<file path="config.mk">
export PLATFORM = sky130hd
export DESIGN_NAME = pixel_fb_writer
export DESIGN_NICKNAME = d
export VERILOG_FILES = /design/src/rtl/pixel_fb_writer_pkg.sv /design/src/rtl/pixel_fb_writer.sv
export SDC_FILE = /design/constraint.sdc
export NUM_CORES = 1
export LEC_CHECK = 0
export CAP_MARGIN = 5
export CORE_ASPECT_RATIO = 0.5
export CORE_MARGIN = 4
export CORE_UTILIZATION = 45
export CTS_BUF_LIST = sky130_fd_sc_hd__clkbuf_4
export CTS_CLUSTER_DIAMETER = 40
export DETAILED_ROUTE_END_ITERATION = 10
export DONT_BUFFER_PORTS = 1
export MAX_ROUTING_LAYER = met4
export SYNTH_ARGS = -nofsm -noshare
export SYNTH_HDL_FRONTEND = slang
export SYNTH_SLANG_ARGS = --single-unit
</file>
<file path="constraint.sdc">
create_clock -name clk_in -period 2.4 [get_ports clk_in]
set_input_delay 0.24 -clock clk_in [delete_from_list [all_inputs] [get_ports clk_in]]
set_output_delay 0.24 -clock clk_in [all_outputs]
set_load 0.02 [all_outputs]
</file>
<file path="src/rtl/pixel_fb_writer_pkg.sv">
// Shared types and constants for the double-buffered pixel frame-buffer writer.
package pixel_fb_writer_pkg;

    typedef logic [0:0] fb_state_t;

    localparam fb_state_t ST_WRITING   = 1'b0;
    localparam fb_state_t ST_WAIT_SWAP = 1'b1;

    localparam int FB_ADDR_W = 17;
    localparam int COLOR_W   = 12;

    localparam logic [COLOR_W-1:0] BG_COLOR_DEFAULT = 12'h000;

endpackage

</file>
<file path="src/rtl/pixel_fb_writer.sv">
// Decimates the screen pixel stream into a scaled back buffer and swaps
// front/back banks on the first display vsync after the frame's last pixel.
module pixel_fb_writer
    import pixel_fb_writer_pkg::*;
#(
    parameter int                 FB_WIDTH    = 320,
    parameter int                 FB_HEIGHT   = 180,
    parameter int                 SCALE_SHIFT = 2,
    parameter logic [COLOR_W-1:0] BG_COLOR    = BG_COLOR_DEFAULT
) (
    input  logic                 clk_in,
    input  logic                 rst_in,
    input  logic [10:0]          x_in,
    input  logic [9:0]           y_in,
    input  logic                 block_visible_in,
    input  logic [3:0]           r_in,
    input  logic [3:0]           g_in,
    input  logic [3:0]           b_in,
    input  logic                 rgb_valid_in,
    input  logic                 vsync_in,
    output logic                 fb_we,
    output logic [FB_ADDR_W-1:0] fb_addr,
    output logic [COLOR_W-1:0]   fb_data,
    output logic                 front_bank,
    output logic                 frame_swapped,
    output logic [15:0]          drop_count
);

    localparam logic [10:0] X_MASK = 11'((1 << SCALE_SHIFT) - 1);
    localparam logic [9:0]  Y_MASK = 10'((1 << SCALE_SHIFT) - 1);
    localparam logic [10:0] XS_LIM = 11'(FB_WIDTH);
    localparam logic [9:0]  YS_LIM = 10'(FB_HEIGHT);
    localparam logic [10:0] LAST_X = 11'(FB_WIDTH - 1);
    localparam logic [9:0]  LAST_Y = 10'(FB_HEIGHT - 1);

    function automatic logic [15:0] sat_inc(input logic [15:0] v);
        return (v == 16'hFFFF) ? v : v + 16'd1;
    endfunction

    logic [10:0] xs;
    logic [9:0]  ys;
    logic        accept;
    logic [15:0] offset;

    logic                 s1_vld_q, s1_vld_d;
    logic [10:0]          s1_xs_q, s1_xs_d;
    logic [9:0]           s1_ys_q, s1_ys_d;
    logic [COLOR_W-1:0]   s1_data_q, s1_data_d;
    logic                 s1_last_q, s1_last_d;
    logic                 fb_we_q, fb_we_d;
    logic [FB_ADDR_W-1:0] fb_addr_q, fb_addr_d;
    logic [COLOR_W-1:0]   fb_data_q, fb_data_d;
    fb_state_t            state_q, state_d;
    logic                 front_bank_q, front_bank_d;
    logic                 frame_swapped_q, frame_swapped_d;
    logic [15:0]          drop_count_q, drop_count_d;

    assign xs     = x_in >> SCALE_SHIFT;
    assign ys     = y_in >> SCALE_SHIFT;
    assign accept = rgb_valid_in
                 && ((x_in & X_MASK) == 11'd0) && ((y_in & Y_MASK) == 10'd0)
                 && (xs < XS_LIM) && (ys < YS_LIM);
    assign offset = 16'(s1_ys_q) * 16'(FB_WIDTH) + 16'(s1_xs_q);

    always_comb begin
        // Stage 1: decimate, range-check and pick colour.
        s1_vld_d  = accept;
        s1_xs_d   = xs;
        s1_ys_d   = ys;
        s1_data_d = block_visible_in ? {r_in, g_in, b_in} : BG_COLOR;
        s1_last_d = accept && (xs == LAST_X) && (ys == LAST_Y);

        // Stage 2: address into the back bank; in-flight pixels die once waiting.
        fb_we_d   = s1_vld_q && (state_q == ST_WRITING);
        fb_addr_d = fb_addr_q;
        fb_data_d = fb_data_q;
        if (fb_we_d) begin
            fb_addr_d = {~front_bank_q, offset};
            fb_data_d = s1_data_q;
        end

        state_d         = state_q;
        front_bank_d    = front_bank_q;
        frame_swapped_d = 1'b0;
        drop_count_d    = drop_count_q;
        if (state_q == ST_WRITING) begin
            if (s1_vld_q && s1_last_q) begin
                state_d = ST_WAIT_SWAP;
            end
        end else begin
            if (accept) begin
                drop_count_d = sat_inc(drop_count_q);
            end
            if (vsync_in) begin
                state_d         = ST_WRITING;
                front_bank_d    = ~front_bank_q;
                frame_swapped_d = 1'b1;
            end
        end
    end

    always_ff @(posedge clk_in or posedge rst_in) begin
        if (rst_in) begin
            s1_vld_q        <= 1'b0;
            s1_xs_q         <= '0;
            s1_ys_q         <= '0;
            s1_data_q       <= '0;
            s1_last_q       <= 1'b0;
            fb_we_q         <= 1'b0;
            fb_addr_q       <= '0;
            fb_data_q       <= '0;
            state_q         <= ST_WRITING;
            front_bank_q    <= 1'b0;
            frame_swapped_q <= 1'b0;
            drop_count_q    <= '0;
        end else begin
            s1_vld_q        <= s1_vld_d;
            s1_xs_q         <= s1_xs_d;
            s1_ys_q         <= s1_ys_d;
            s1_data_q       <= s1_data_d;
            s1_last_q       <= s1_last_d;
            fb_we_q         <= fb_we_d;
            fb_addr_q       <= fb_addr_d;
            fb_data_q       <= fb_data_d;
            state_q         <= state_d;
            front_bank_q    <= front_bank_d;
            frame_swapped_q <= frame_swapped_d;
            drop_count_q    <= drop_count_d;
        end
    end

    assign fb_we         = fb_we_q;
    assign fb_addr       = fb_addr_q;
    assign fb_data       = fb_data_q;
    assign front_bank    = front_bank_q;
    assign frame_swapped = frame_swapped_q;
    assign drop_count    = drop_count_q;

endmodule

</file>
Word-level counts from Yosys, hierarchy flattened --
Cells that the tools add are included.
Cells by class: add/subtract/negate cells 2, $mul 1, div/mod/pow operators 0, order comparisons 2, eq/ne operators 3, shift-type cells 0, mux-type cells 6, bitwise gates (word level) 3, reductions and logical operators 12
Operators by type and width (number):
- 16-bit by 1-bit adder with 16-bit output, second input constant | 1
- 16-bit by 9-bit adder with 16-bit output | 1
- 16-bit == test, second input constant | 1
- 12-bit two-way mux | 1
- 11-bit logical NOT | 1
- 10-bit logical NOT | 1
- 8-bit by 3-bit multiplier with 10-bit output, second input constant | 1
- 9-bit == test, second input constant | 1
- 9-bit < comparator, second input constant | 1
- 8-bit == test, second input constant | 1
- 1-bit logical AND | 8
- 8-bit < comparator, second input constant | 1
- 1-bit two-way mux | 5
- 1-bit NOT | 3
- 3-bit AND reduction | 1
- 2-bit AND reduction | 1
Word-level totals: register bits 80, latch bits 0, bits in writable memories 0, memory bits (read-only) 0, input port bits 38, output and inout port bits 48, word-level logic and storage cells 41, memories kept 0

Longest topological paths before layout --
depth in word-level cells 7, depth in mapped cells 8, mapped depth without buffers 8

Worst setup path after synthesis --
Ideal clock, no wire load.
path type reg2reg, start reg s1_ys_q[1], end reg fb_addr_q[15], in the netlist fb_addr[15], library setup time 82 ps, arrival time 2366 ps, required time 2318 ps, slack -48 ps, stages on the path, launching flop included 9, buffers on the path 0, clock period less this slack 2448 ps, cell sequence dfrtp_1 -> ha_1 -> ha_1 -> fa_1 -> a211oi_2 -> nor2_1 -> o311a_1 -> a31o_1 -> a31oi_1
On the way: cells in the longest elaborated chain, start to end 2
RTL lines:
- start, declared | RTL line pixel_fb_writer.sv:47 | logic [9:0] s1_ys_q, s1_ys_d;
- start signal, assigned | RTL line pixel_fb_writer.sv:119 | s1_ys_q <= s1_ys_d;
- 8-bit by 3-bit multiplier with 10-bit output | RTL line pixel_fb_writer.sv:63 | assign offset = 16'(s1_ys_q) * 16'(FB_WIDTH) + 16'(s1_xs_q);
- 16-bit by 9-bit adder with 16-bit output | RTL line pixel_fb_writer.sv:63
- end signal, assigned | RTL line pixel_fb_writer.sv:123 | fb_addr_q <= fb_addr_d;
- end, declared | RTL line pixel_fb_writer.sv:51 | logic [FB_ADDR_W-1:0] fb_addr_q, fb_addr_d;
Every way passes these cells. A chain may end at the register's enable or synchronous reset.

Worst setup path in the final report --
start reg s1_ys_q[3], end reg fb_addr_q[15], in the netlist fb_addr[15]
Same word-level chain as after synthesis.

==> run metrics <==
CP Data Required Time 2.68 ns; FP Rows 22; Leak 1.99 nW; Rel. slew slack 60.5%; Clk Latency, worst-skew pair 0.42 ns; fin. max-slew vios 0; first-pass GRT wire length 12500 um; Simple-Gate Fraction of Synth Area 21.4%; Setup-failing EPs final 0; share of layout cells above drive strength 1 12.6%; area fraction of the dominant cell type after synthesis 57.2%; port bufs 0; r2r startpoint s1_ys_q[3]$_DFF_PP0_; Post-synth EDFFs 0; Worst Setup SP s1_ys_q[3]$_DFF_PP0_; status finished, final reports clean; post-synthesis mux area share 0.322%; worst-path maximum fanout 3; Max Cap Viol 0; Async SR Flop Fraction 100%; path type of the worst min-delay path in -> reg; vias in the first global route 2550; met2 WL 3750 um; Synth Register Bits 80; CP endpoint kind flip-flop; crit-path cells ha_4, ha_4, fa_2, o211a_1, o21ai_2, nor4b_4, a31o_1, a31oi_1; Die Ht 70.3 um; Area contributors post-synth dfrtp_1, nand2_1, ha_1; leading area contributor after synthesis dfrtp_1; routed length per instance 16.1 um; Cells after Synth 318; reg2reg setup slack 0.04 ns; routed wl met3 386 um; H-tree Lvls 3; CTS Buffer Depth 2; Layout Cells excl Fill 470; CP peak stage delay 0.54 ns; Placed Cells 419; CTS sink cnt 80; initial antenna violation count 0; CTS buffer count 9; CP Launch Type flip-flop; Setup Skew 0.0108 ns; WL final 7560 um; Final Util 57.0%; GRT Resource Usage Total 17.4%; VDD IR-drop max 0.326 mV; RSZ-0062 raised after global routing yes; Least-Margin Pin Slew 0.592 ns; Via Count 2437; area grow syn2layout 21.1%; Cell variety after synth 46; Max Fclk 0.423 GHz; Syn. warnings 0; Final #Nets 424; Min Clock Period, post-route 2.36 ns; prevailing post-synth register cell dfrtp_1; Core ar. 7430 um2; sequential fraction of the synthesis area 57.2%; syn avg cell area 11.0 um2; Starting DRT DRC Count 192; most used cell, CP ha_4; DRT met1 WL 3300 um; clock root buffer clkbuf_4; Hold Slack 0.0933 ns; grt ovf 0; TritonRoute pass-1 iters 4; Post-Synth XOR/XNOR Area 5.76%; Synth Area in Compound Gates 6.80%; Final WS setup 0.0351 ns; # DRC 0; post-synthesis cell area 3500 um2; main combinational cell family by area after synthesis simple AND/OR/NAND/NOR gates; slowest stage cell, crit path fa_2; CP arrival 2.64 ns; Routed Antenna Nets 0; clk slew on worst S/H paths 0.12 ns; Final Instance Area 4230 um2; largest net degree at the start of global routing 37; Final Cycle Share 98.5%; post-DP HPWL 5260 um; Final Hold Viols 0; die area 9330 um2; drt via density 5.19; routability cong. 0.824; placed cell area 3690 um2; CTS tree done; Die Span X 133 um; post-synth net total 374; Place WS -0.0360 ns; PwrDens 677 nW/um2; # IOs 86; Worst Path Class, Setup reg -> reg; adder-cell share of the synthesized area 6.87%; hold path start x_in[2]; Top Layer Used met4; Initial Utilization 47.1%
placed cells by master, fill, tap and decap left out, types with 6 or more instances in the layout:
master,n
and2_1,13
and3_1,8
buf_4,14
clkbuf_4,11
dfrtp_1,80
dlygate4sd3_1,32
ha_1,12
inv_1,6
nand2_1,71
nand3_1,10
nand4_1,10
nor2_1,14
o21ai_0,11
o21ai_1,6
xnor2_1,16
xor2_1,7
layout make-up:
cell class	count	area [um2]
antenna	1	2.50
tap	96	120
timing repair buffer	46	425
clock inverter	5	57.6
inverter	8	31.3
fill	658	3200
clock buffer	11	82.6
sequential	80	2000
multi-input combinational	223	1510
path summary, 6_finish.rpt:
check,endpoint,cells past startpoint
hold reg to reg,fb_data[3]$_DFFE_PP0P_,2
max in group asynchronous,fb_addr[10]$_DFFE_PP0P_,3
setup / recovery,fb_addr[15]$_DFFE_PP0P_,8
min in group asynchronous,drop_count[3]$_DFFE_PP0P_,2
hold / removal,s1_last_q$_DFF_PP0_,4
setup reg to reg,fb_addr[15]$_DFFE_PP0P_,8
cell families after synthesis:
group / after synthesis
XOR/XNOR: 23
adder cells (fa/ha/maj): 18
buffers and inverters: 15
AND/OR/NAND/NOR: 147
multiplexers: 1
flip-flops: 80
AO/OA/AOI/OAI: 34
flip-flops by register name, indices dropped and copies added, names as in the netlist:
| name | cells |
|---|---|
| frame_swapped | 1 |
| s1_xs_q | 9 |
| s1_data_q | 12 |
| s1_ys_q | 8 |
| front_bank | 1 |
| fb_addr | 17 |
| s1_vld_q | 1 |
| fb_we | 1 |
| drop_count | 16 |
| state_q | 1 |
| s1_last_q | 1 |
| fb_data | 12 |
synth_stat cells, types with 2 or more instances:
cell	instances
and4_1	3
nand2b_1	2
ha_1	16
nor4_2	2
nand4_1	10
clkbuf_1	5
nor2_1	15
fa_1	2
o21ai_0	12
nor4b_1	2
nand3_1	10
o21ai_1	6
and3_1	8
xnor2_1	16
and2_1	13
nand2_1	71
xor2_1	7
nand4b_1	2
dfrtp_1	80
nor2b_1	2
a21oi_1	3
inv_1	7
worst max-delay path, delay by kind of cell, from the launching register on:
kind            cells  cell delay [ns]
compound gates      4             0.51
fa+ha+maj           3             0.96
simple gates        1             0.33
flops               1             0.43
where the power goes:
part	total, mW	leakage (nW)	switching [mW]	internal, mW
Combinational	0.407	0.876	0.205	0.202
Clock	0.790	0.0707	0.450	0.340
Sequential	1.67	1.04	0.203	1.47
Total	2.87	1.99	0.859	2.01
repair_timing:
item / in CTS / in global routing
gates resized for setup: 2 / 9
setup buffers: 1 / 1
pin swaps: 3 / 9
endpoints found under the hold margin: 61 / 0
endpoints found under the setup margin: 1 / 3
hold buffers: 32 / 0
per-stage QoR:
step	power [mW]	setup TNS (ns)
after detailed placement	2.03	-0.0360
after CTS	2.88	0
after global placement	2.02	-0.00166
after floorplan	1.93	0
after global routing	3.03	-0.180
final	2.87	0
per-layer routing:
metal  track usage, %  up-vias
li1                 -     1182
met1             20.6     1179
met2             28.3       65
met3             6.33       11
met4             4.95        0
met5                -        -
(Power assumes the default switching activity.)
